### config.mk
export PLATFORM = sky130hd
export DESIGN_NAME = mem_bus_arbiter_flat
export DESIGN_NICKNAME = d
export VERILOG_FILES = /design/src/rtl/mem_bus_arbiter_if.sv /design/src/rtl/mem_bus_arbiter.sv /design/src/flat_wrapper.sv
export SDC_FILE = /design/constraint.sdc
export NUM_CORES = 1
export LEC_CHECK = 0
export ABC_AREA = 1
export BUFFER_PORTS_ARGS = -buffer_cell sky130_fd_sc_hd__buf_2
export CORE_AREA = 2 2 122 124
export CTS_BUF_LIST = sky130_fd_sc_hd__clkbuf_4
export DETAILED_ROUTE_END_ITERATION = 16
export DIE_AREA = 0 0 124 126
export HOLD_SLACK_MARGIN = 0.12
export PLACE_DENSITY = 0.89
export SKIP_CTS_REPAIR_TIMING = 1
export SLEW_MARGIN = 30
export SYNTH_ARGS = -nofsm -noshare
export SYNTH_HDL_FRONTEND = slang
export SYNTH_SLANG_ARGS = --single-unit
### constraint.sdc
create_clock -name clk -period 9 [get_ports clk]
set_input_delay 0.9 -clock clk [delete_from_list [all_inputs] [get_ports clk]]
set_output_delay 0.9 -clock clk [all_outputs]
set_load 0.05 [all_outputs]
### src/rtl/mem_bus_arbiter_if.sv
// Simplified single-beat AXI-style memory bus (read ar/r, write aw/w/b), 32-bit.
// Latency: none; this is wiring only.
// Backpressure: standard valid/ready on every channel; the slave may hold any ready low.
interface mem_bus_arbiter_if;
    logic [31:0] araddr;
    logic        arvalid;
    logic        arready;
    logic [31:0] rdata;
    logic        rvalid;
    logic        rready;
    logic [31:0] awaddr;
    logic        awvalid;
    logic        awready;
    logic [31:0] wdata;
    logic [3:0]  wstrb;
    logic        wvalid;
    logic        wready;
    logic        bvalid;
    logic        bready;

    modport master (
        output araddr, arvalid, rready, awaddr, awvalid, wdata, wstrb, wvalid, bready,
        input  arready, rdata, rvalid, awready, wready, bvalid
    );

    modport slave (
        input  araddr, arvalid, rready, awaddr, awvalid, wdata, wstrb, wvalid, bready,
        output arready, rdata, rvalid, awready, wready, bvalid
    );
endinterface

### src/rtl/mem_bus_arbiter.sv
// Serialises inst/data cache single-word requests onto one AXI-style master, one transaction at a time.
// Latency: best-case read 4 cycles from req (grant, ar, r, dok); valids rise 1 cycle after grant.
// Backpressure: caches hold req until dok; every bus channel waits indefinitely on its ready/valid.
module mem_bus_arbiter #(
    parameter bit DATA_FIRST = 1'b1
) (
    input  logic                 clk,
    input  logic                 rst,
    input  logic                 inst_req,
    input  logic [31:0]          inst_addr,
    output logic [31:0]          inst_rdata,
    output logic                 inst_dok,
    input  logic                 data_req,
    input  logic                 data_wr,
    input  logic [3:0]           data_wstrb,
    input  logic [31:0]          data_addr,
    input  logic [31:0]          data_wdata,
    output logic [31:0]          data_rdata,
    output logic                 data_dok,
    mem_bus_arbiter_if.master    bus
);

    typedef enum logic [2:0] {IDLE, RADDR, RDATA, WADDR, WRESP, DONE} state_t;

    state_t      state;
    state_t      state_nxt;

    // owner_q: 1 = data cache, 0 = inst cache. The read/write direction of the
    // granted request is carried by the RADDR/WADDR branch of the FSM itself.
    logic        owner_q;
    logic [31:0] addr_q;
    logic [31:0] wdata_q;
    logic [3:0]  wstrb_q;
    logic        aw_done;
    logic        w_done;

    logic        grant_any;
    logic        grant_data;
    logic        ar_vld;
    logic        r_rdy;
    logic        aw_vld;
    logic        w_vld;
    logic        b_rdy;
    logic        r_hs;
    logic        aw_hs;
    logic        w_hs;

    assign grant_any  = inst_req | data_req;
    assign grant_data = data_req & (DATA_FIRST | ~inst_req);

    assign r_hs  = r_rdy  & bus.rvalid;
    assign aw_hs = aw_vld & bus.awready;
    assign w_hs  = w_vld  & bus.wready;

    assign bus.araddr  = addr_q;
    assign bus.awaddr  = addr_q;
    assign bus.wdata   = wdata_q;
    assign bus.wstrb   = wstrb_q;
    assign bus.arvalid = ar_vld;
    assign bus.rready  = r_rdy;
    assign bus.awvalid = aw_vld;
    assign bus.wvalid  = w_vld;
    assign bus.bready  = b_rdy;

    // State register.
    always_ff @(posedge clk or posedge rst) begin
        if (rst) begin
            state <= IDLE;
        end else begin
            state <= state_nxt;
        end
    end

    // Next-state and per-state bus/handshake outputs.
    always_comb begin
        state_nxt = state;
        ar_vld    = 1'b0;
        r_rdy     = 1'b0;
        aw_vld    = 1'b0;
        w_vld     = 1'b0;
        b_rdy     = 1'b0;
        inst_dok  = 1'b0;
        data_dok  = 1'b0;
        case (state)
            IDLE: begin
                if (grant_any) begin
                    state_nxt = (grant_data && data_wr) ? WADDR : RADDR;
                end
            end
            RADDR: begin
                ar_vld = 1'b1;
                if (bus.arready) begin
                    state_nxt = RDATA;
                end
            end
            RDATA: begin
                r_rdy = 1'b1;
                if (bus.rvalid) begin
                    state_nxt = DONE;
                end
            end
            WADDR: begin
                // aw and w each drop independently once their own handshake is done.
                aw_vld = ~aw_done;
                w_vld  = ~w_done;
                if ((aw_done || bus.awready) && (w_done || bus.wready)) begin
                    state_nxt = WRESP;
                end
            end
            WRESP: begin
                b_rdy = 1'b1;
                if (bus.bvalid) begin
                    state_nxt = DONE;
                end
            end
            DONE: begin
                inst_dok  = ~owner_q;
                data_dok  = owner_q;
                state_nxt = IDLE;
            end
            default: begin
                state_nxt = IDLE;
            end
        endcase
    end

    // Grant-time attribute latch, write-channel completion flags and read data capture.
    always_ff @(posedge clk or posedge rst) begin
        if (rst) begin
            owner_q    <= 1'b0;
            addr_q     <= 32'h0;
            wdata_q    <= 32'h0;
            wstrb_q    <= 4'h0;
            aw_done    <= 1'b0;
            w_done     <= 1'b0;
            inst_rdata <= 32'h0;
            data_rdata <= 32'h0;
        end else begin
            if (state == IDLE && grant_any) begin
                owner_q <= grant_data;
                addr_q  <= grant_data ? data_addr : inst_addr;
                wdata_q <= grant_data ? data_wdata : 32'h0;
                wstrb_q <= grant_data ? data_wstrb : 4'h0;
            end
            if (state == WADDR) begin
                if (aw_hs) aw_done <= 1'b1;
                if (w_hs)  w_done  <= 1'b1;
            end else begin
                aw_done <= 1'b0;
                w_done  <= 1'b0;
            end
            if (r_hs) begin
                if (owner_q) data_rdata <= bus.rdata;
                else         inst_rdata <= bus.rdata;
            end
        end
    end

endmodule
### src/flat_wrapper.sv
// flat-port wrapper written by rule: the top's interface ports become plain ports
module mem_bus_arbiter_flat 
#(
    parameter bit DATA_FIRST = 1'b1
)
  (clk, rst, inst_req, inst_addr, inst_rdata, inst_dok, data_req, data_wr, data_wstrb, data_addr, data_wdata, data_rdata, data_dok, bus_araddr, bus_arvalid, bus_rready, bus_awaddr, bus_awvalid, bus_wdata, bus_wstrb, bus_wvalid, bus_bready, bus_arready, bus_rdata, bus_rvalid, bus_awready, bus_wready, bus_bvalid);
  mem_bus_arbiter_if bus_i ();
  input  logic clk;
  input  logic rst;
  input  logic inst_req;
  input  logic [31:0] inst_addr;
  output logic [31:0] inst_rdata;
  output logic inst_dok;
  input  logic data_req;
  input  logic data_wr;
  input  logic [3:0] data_wstrb;
  input  logic [31:0] data_addr;
  input  logic [31:0] data_wdata;
  output logic [31:0] data_rdata;
  output logic data_dok;
  output wire logic [$bits(bus_i.araddr)-1:0] bus_araddr;
  output wire logic [$bits(bus_i.arvalid)-1:0] bus_arvalid;
  output wire logic [$bits(bus_i.rready)-1:0] bus_rready;
  output wire logic [$bits(bus_i.awaddr)-1:0] bus_awaddr;
  output wire logic [$bits(bus_i.awvalid)-1:0] bus_awvalid;
  output wire logic [$bits(bus_i.wdata)-1:0] bus_wdata;
  output wire logic [$bits(bus_i.wstrb)-1:0] bus_wstrb;
  output wire logic [$bits(bus_i.wvalid)-1:0] bus_wvalid;
  output wire logic [$bits(bus_i.bready)-1:0] bus_bready;
  input wire logic [$bits(bus_i.arready)-1:0] bus_arready;
  input wire logic [$bits(bus_i.rdata)-1:0] bus_rdata;
  input wire logic [$bits(bus_i.rvalid)-1:0] bus_rvalid;
  input wire logic [$bits(bus_i.awready)-1:0] bus_awready;
  input wire logic [$bits(bus_i.wready)-1:0] bus_wready;
  input wire logic [$bits(bus_i.bvalid)-1:0] bus_bvalid;
  assign bus_araddr = bus_i.araddr;
  assign bus_arvalid = bus_i.arvalid;
  assign bus_rready = bus_i.rready;
  assign bus_awaddr = bus_i.awaddr;
  assign bus_awvalid = bus_i.awvalid;
  assign bus_wdata = bus_i.wdata;
  assign bus_wstrb = bus_i.wstrb;
  assign bus_wvalid = bus_i.wvalid;
  assign bus_bready = bus_i.bready;
  assign bus_i.arready = bus_arready;
  assign bus_i.rdata = bus_rdata;
  assign bus_i.rvalid = bus_rvalid;
  assign bus_i.awready = bus_awready;
  assign bus_i.wready = bus_wready;
  assign bus_i.bvalid = bus_bvalid;
  mem_bus_arbiter #(.DATA_FIRST(DATA_FIRST)) u_core (.clk(clk), .rst(rst), .inst_req(inst_req), .inst_addr(inst_addr), .inst_rdata(inst_rdata), .inst_dok(inst_dok), .data_req(data_req), .data_wr(data_wr), .data_wstrb(data_wstrb), .data_addr(data_addr), .data_wdata(data_wdata), .data_rdata(data_rdata), .data_dok(data_dok), .bus(bus_i));
endmodule
# Word-level counts from Yosys, hierarchy flattened
# Cells that the tools add are included.
dict set report word_totals {
  in_bits 142
  regBits 138
}
dict set report classes {
  n_reduce_logical 9
  n_bitwise 7
  n_eq_ne 12
  n_mux 21
}
# operator n
set ops {}
lappend ops {{$mux W32} 2}
lappend ops {{$mux W3} 5}
lappend ops {{$pmux W3 S5} 1}
lappend ops {{$mux W1} 11}
lappend ops {{$ne A2 B1 Y1 const B} 4}
lappend ops {{$eq A3 B2 Y1 const B} 2}
lappend ops {{$eq A3 B3 Y1 const B} 2}
lappend ops {{$ne A2 B2 Y1 const B} 3}
lappend ops {{$reduce_and A5 Y1} 1}
lappend ops {{$mux W4} 1}
lappend ops {{$reduce_and A2 Y1} 2}
lappend ops {{$and A1 B1 Y1} 3}
lappend ops {{$eq A3 B1 Y1 const B} 1}
lappend ops {{$logic_and A1 B1 Y1} 3}
lappend ops {{$logic_not A3 Y1} 1}
lappend ops {{$not A1 Y1} 3}
lappend ops {{$logic_or A1 B1 Y1} 2}
lappend ops {{$mux W2} 1}
lappend ops {{$or A1 B1 Y1} 1}

# Longest topological paths before layout
dict set report depth {
  depth_word 5
  mapped_depth 8
  depth_no_buf 8
}

# Worst setup path before layout
# No wires, ideal clock.
dict set report synth_timing {
  path_kind {flip-flop to output port}
  startpoint {reg u_core.state[2]}
  endpoint {out bus_arvalid}
  setup_slack_ns 6.489
  arrival_ns 1.611
  path_stages_with_launch 3
  path_cell_list {dfrtp_1 > buf_12 > nor3_1}
}
dict set report synth_between {
  elab_chain_len 2
}
# element line
set synth_rtl {}
lappend synth_rtl {{from (decl)} mem_bus_arbiter.sv:25} ;# state_t state;
lappend synth_rtl {{from (signal assigned)} mem_bus_arbiter.sv:70} ;# state <= state_nxt;
lappend synth_rtl {{$eq A3 B1 Y1} mem_bus_arbiter.sv:84} ;# case (state)
lappend synth_rtl {{$mux W1} mem_bus_arbiter.sv:84}
lappend synth_rtl {{to (decl)} flat_wrapper.sv:22} ;# output wire logic [$bits(bus_i.arvalid)-1:0] bus_arvalid;
# Every way passes these cells.

# Worst setup path after layout
dict set report layout_timing {
  startpoint {in data_req}
  endpoint {reg u_core.wstrb_q[2], in the netlist u_core.bus.wstrb[2]}
}
dict set report layout_between {
  elab_chain_len 2
  word_cells_on_any_way 3
  cone_classes {mux: 1; bitwise: 1; reduce/logical: 1}
}
# element line
set layout_rtl {}
lappend layout_rtl {{from (decl)} flat_wrapper.sv:14} ;# input logic data_req;
lappend layout_rtl {{$or A1 B1 Y1} mem_bus_arbiter.sv:48} ;# assign grant_any = inst_req | data_req;
lappend layout_rtl {{$logic_and A1 B1 Y1} mem_bus_arbiter.sv:139} ;# if (state == IDLE && grant_any) begin
lappend layout_rtl {{to (signal assigned)} mem_bus_arbiter.sv:143} ;# wstrb_q <= grant_data ? data_wstrb : 4'h0;
lappend layout_rtl {{to (decl)} mem_bus_arbiter.sv:33} ;# logic [3:0] wstrb_q;
# Several ways; a longest one is shown, not always the timed one.
# A chain may end at the register's enable or synchronous reset.

==> reports/qor.yml <==
synth_area_leaders: "sky130_fd_sc_hd__dfrtp_1 54%, sky130_fd_sc_hd__nand2_1 11%, sky130_fd_sc_hd__o21ai_0 5.5%, sky130_fd_sc_hd__o21ai_2 5.0%, sky130_fd_sc_hd__buf_4 4.8%"
global_route_wire_length_before_repair_mm: 25.9
global_route.usage.met1: 0.255
clock_latency_ps: 510
cts_max_level: 4
worst_ep_arrival_time_ps: 3180
pin_count_of_the_biggest_net_entering_global_routing: 104
numClockSinks: 138
dieWidth_um: 124
postRouteWirelength_mm: 16.2
power.sequential.fraction: 0.298
area.sequential_um2: 3450
fin_tns_setup_ps: 0
netSwitchingFraction: 0.583
design.portCount: 313
clock_tree_buf_depth: 2
routedWlPerCell_um: 14.0
startpoint_to_endpoint_class_of_the_critical_path: "in2reg"
initial_utilization: 0.444
comb_power_share: 0.603
drv_cap: 0
primary_ff_master_synth: "sky130_fd_sc_hd__dfrtp_1"
grt_busiest_layer: "met2"
grt.overflow.total: 0
synth_top_cells_by_count: "182 x sky130_fd_sc_hd__nand2_1, 138 x sky130_fd_sc_hd__dfrtp_1, 77 x sky130_fd_sc_hd__inv_1"
worst_setup_path_end_kind: "flip-flop"
area_of_the_die_um2: 15600
post-route-drc-count: 0
met3_use_gr: 0.0643
synth-edff-count: 0
nets: 1101
fmaxAchievable_mhz: 365
yosysTopAreaCell: "sky130_fd_sc_hd__dfrtp_1"
finalMaxSlewViolations: 0
synth_nets: 840
outcome: "finished clean"
drtAntennaViolNets: 0
final_min_period_over_clock_period: 0.305
power.net_switching_w: 0.00208
fin_skew_ps: 15.3
num_vias: 5556
worstSetupStartpointType: "input port"
worst_setup_hold_path_clk_slew_ps: 120
vertical_die_dimension_um: 126
vias_in_the_first_global_route: 5375
final_critical_path_setup_slack_ps: 6260
multi_input_comb_area_um2: 2070
drt_first_pass_iters: 5
grt_util_all_layers: 0.212
cts_tree: "done"
avgSynthCellArea_um2: 9.11
ys_async_sr_fraction: 1.00
timing.final.hold_violations: 0
cell_internal_pwr_w: 0.00149
design.core.area_um2: 14300
non_filler_cell_area_final_um2: 7900
finalSetupViolations: 0
globalplace.congestion: 0.877
reg2reg_from: "u_core.state[1]"
detailed_place.area_um2: 7650
cell_area_synth_um2: 6360
syn_inst: 698
p_total_w: 0.00357
hold_slack_ps: 467
pre_cts_slack_ps: 5750
yosys.area.top_type_share: 0.543
first_iter_violations: 300
fin_crit_ps: 2740
power_density_nw_per_um2: 451
timing_worst_slew_pin_value_ps: 913
cts-buffers-inserted: 17
regToRegEndpoint: "u_core.bus.wstrb[2]"
dp.final_hpwl_mm: 11.8
buffer_ports.inserted: 312
rsz0062_at_grt: "no"
synth.ff_latch_count: 138
layout-drive-gt1-share: 0.400
hold_path_class: "in2async"
critical_path_required_ps: 9440
setup.reg_to_reg.worst_slack_ps: 6380
vdd.ir_drop.worst_v: 0.000206
synth_warnings: 0
crit_fanout: 103
p_leak_nw: 4.42
fill_cells: 1305
synth_cell_types: 25
routing_usage_on_met2: 0.353
worstRegToRegCells: 6
clock_group_share_of_total_power: 0.099
timing.max_slew.rel_slack: 0.391
via_per_inst: 4.79
synth_seq_area_share: 0.543
row_count: 44
cts_root_buf: "sky130_fd_sc_hd__clkbuf_4"
synth.most_common_cell: "sky130_fd_sc_hd__nand2_1"
antenna_found_initial: 5
area_growth_pct: 24.3
==> power by group through the flow <==
stage / clock [W] / combinational (W) / sequential [W]
4_1_cts: 0.000367 / 0.00217 / 0.00106
2_1_floorplan: 0 / 0.000884 / 0.00197
5_1_grt: 0.000397 / 0.00228 / 0.00110
3_5_place_dp: 0 / 0.00217 / 0.00107
6_report: 0.000352 / 0.00215 / 0.00106
3_3_place_gp: 0 / 0.00213 / 0.00106
==> cell usage in the layout (no fill, tap or decap), types with 2 or more instances in the layout <==
cell type	n
sky130_fd_sc_hd__clkinv_1	4
sky130_fd_sc_hd__inv_6	2
sky130_fd_sc_hd__clkinv_4	2
sky130_fd_sc_hd__clkbuf_4	18
sky130_fd_sc_hd__clkinvlp_4	3
sky130_fd_sc_hd__nand3_1	39
sky130_fd_sc_hd__dfrtp_1	138
sky130_fd_sc_hd__inv_1	76
sky130_fd_sc_hd__o21ai_2	36
sky130_fd_sc_hd__a21oi_1	3
sky130_fd_sc_hd__buf_2	312
sky130_fd_sc_hd__nand2_1	182
sky130_fd_sc_hd__o21ai_0	70
sky130_fd_sc_hd__buf_4	3
sky130_fd_sc_hd__o21a_1	32
sky130_fd_sc_hd__nand3_4	2
sky130_fd_sc_hd__nor2_2	2
sky130_fd_sc_hd__diode_2	5
sky130_fd_sc_hd__clkinv_2	2
sky130_fd_sc_hd__o21ai_1	28
sky130_fd_sc_hd__nor2_1	7
==> kinds of logic (layout without fill, tap and decap cells) <==
| kind of cell | after synthesis | count (layout) | share of synthesized area |
|---|---|---|---|
| DFF | 138 | 138 | 0.543 |
| buffers and inverters | 152 | 425 | 0.132 |
| AOI/OAI and AO/OA | 171 | 171 | 0.169 |
| other | 0 | 5 | 0 |
| and+or+nand+nor | 237 | 237 | 0.156 |
==> how the worst max path moves through the flow <==
stage	start	to	cells after the start
after floorplan	rst	u_core.aw_done	1
after global placement	data_req	u_core.bus.araddr[30]	7
after detailed placement	data_req	u_core.bus.araddr[16]	7
after CTS	u_core.state[2]	bus_rready	2
after global routing	u_core.state[1]	u_core.bus.araddr[8]	6
final	data_req	u_core.bus.wstrb[2]	7
==> area by class of cell <==
cell class	count	share of cell area
Clock inverter	13	0.0131
Timing Repair Buffer	316	0.202
Multi-Input combinational cell	408	0.263
Clock buffer	18	0.0171
Tap cell	184	0.0291
Inverter	78	0.0377
Antenna cell	5	0.00158
Sequential cell	138	0.437
==> metal layers <==
layer / share of wire / routed length [um] / up-vias
met4: 0.020 / 323 / 0
li1: - / - / 2720
met1: 0.41 / 6610 / 2585
met3: 0.064 / 1030 / 24
met2: 0.51 / 8250 / 227
met5: 0 / 0 / -
==> worst max-delay path, cell delays in order <==
cell and delay, ps:
sky130_fd_sc_hd__buf_2 70, sky130_fd_sc_hd__buf_4 680, sky130_fd_sc_hd__nor2_2 140, sky130_fd_sc_hd__nor2_4 300
sky130_fd_sc_hd__buf_4 680, sky130_fd_sc_hd__nand3_1 180, sky130_fd_sc_hd__nand2_1 110
==> registers in the layout, indices dropped and copies added, names as in the netlist <==
register and cells:
u_core.state 3, u_core.aw_done 1, u_core.bus.araddr 32, u_core.bus.wstrb 4
u_core.data_rdata 32, u_core.inst_rdata 32, u_core.w_done 1, u_core.bus.wdata 32
u_core.owner_q 1
==> metrics by stage <==
step | cells | util
4_1_cts | 1155 | 0.551
5_1_grt | 1158 | 0.552
3_3_place_gp | 1124 | 0.534
6_report | 1160 | 0.552
3_5_place_dp | 1124 | 0.534
2_1_floorplan | 698 | -
(Power assumes the default switching activity.)
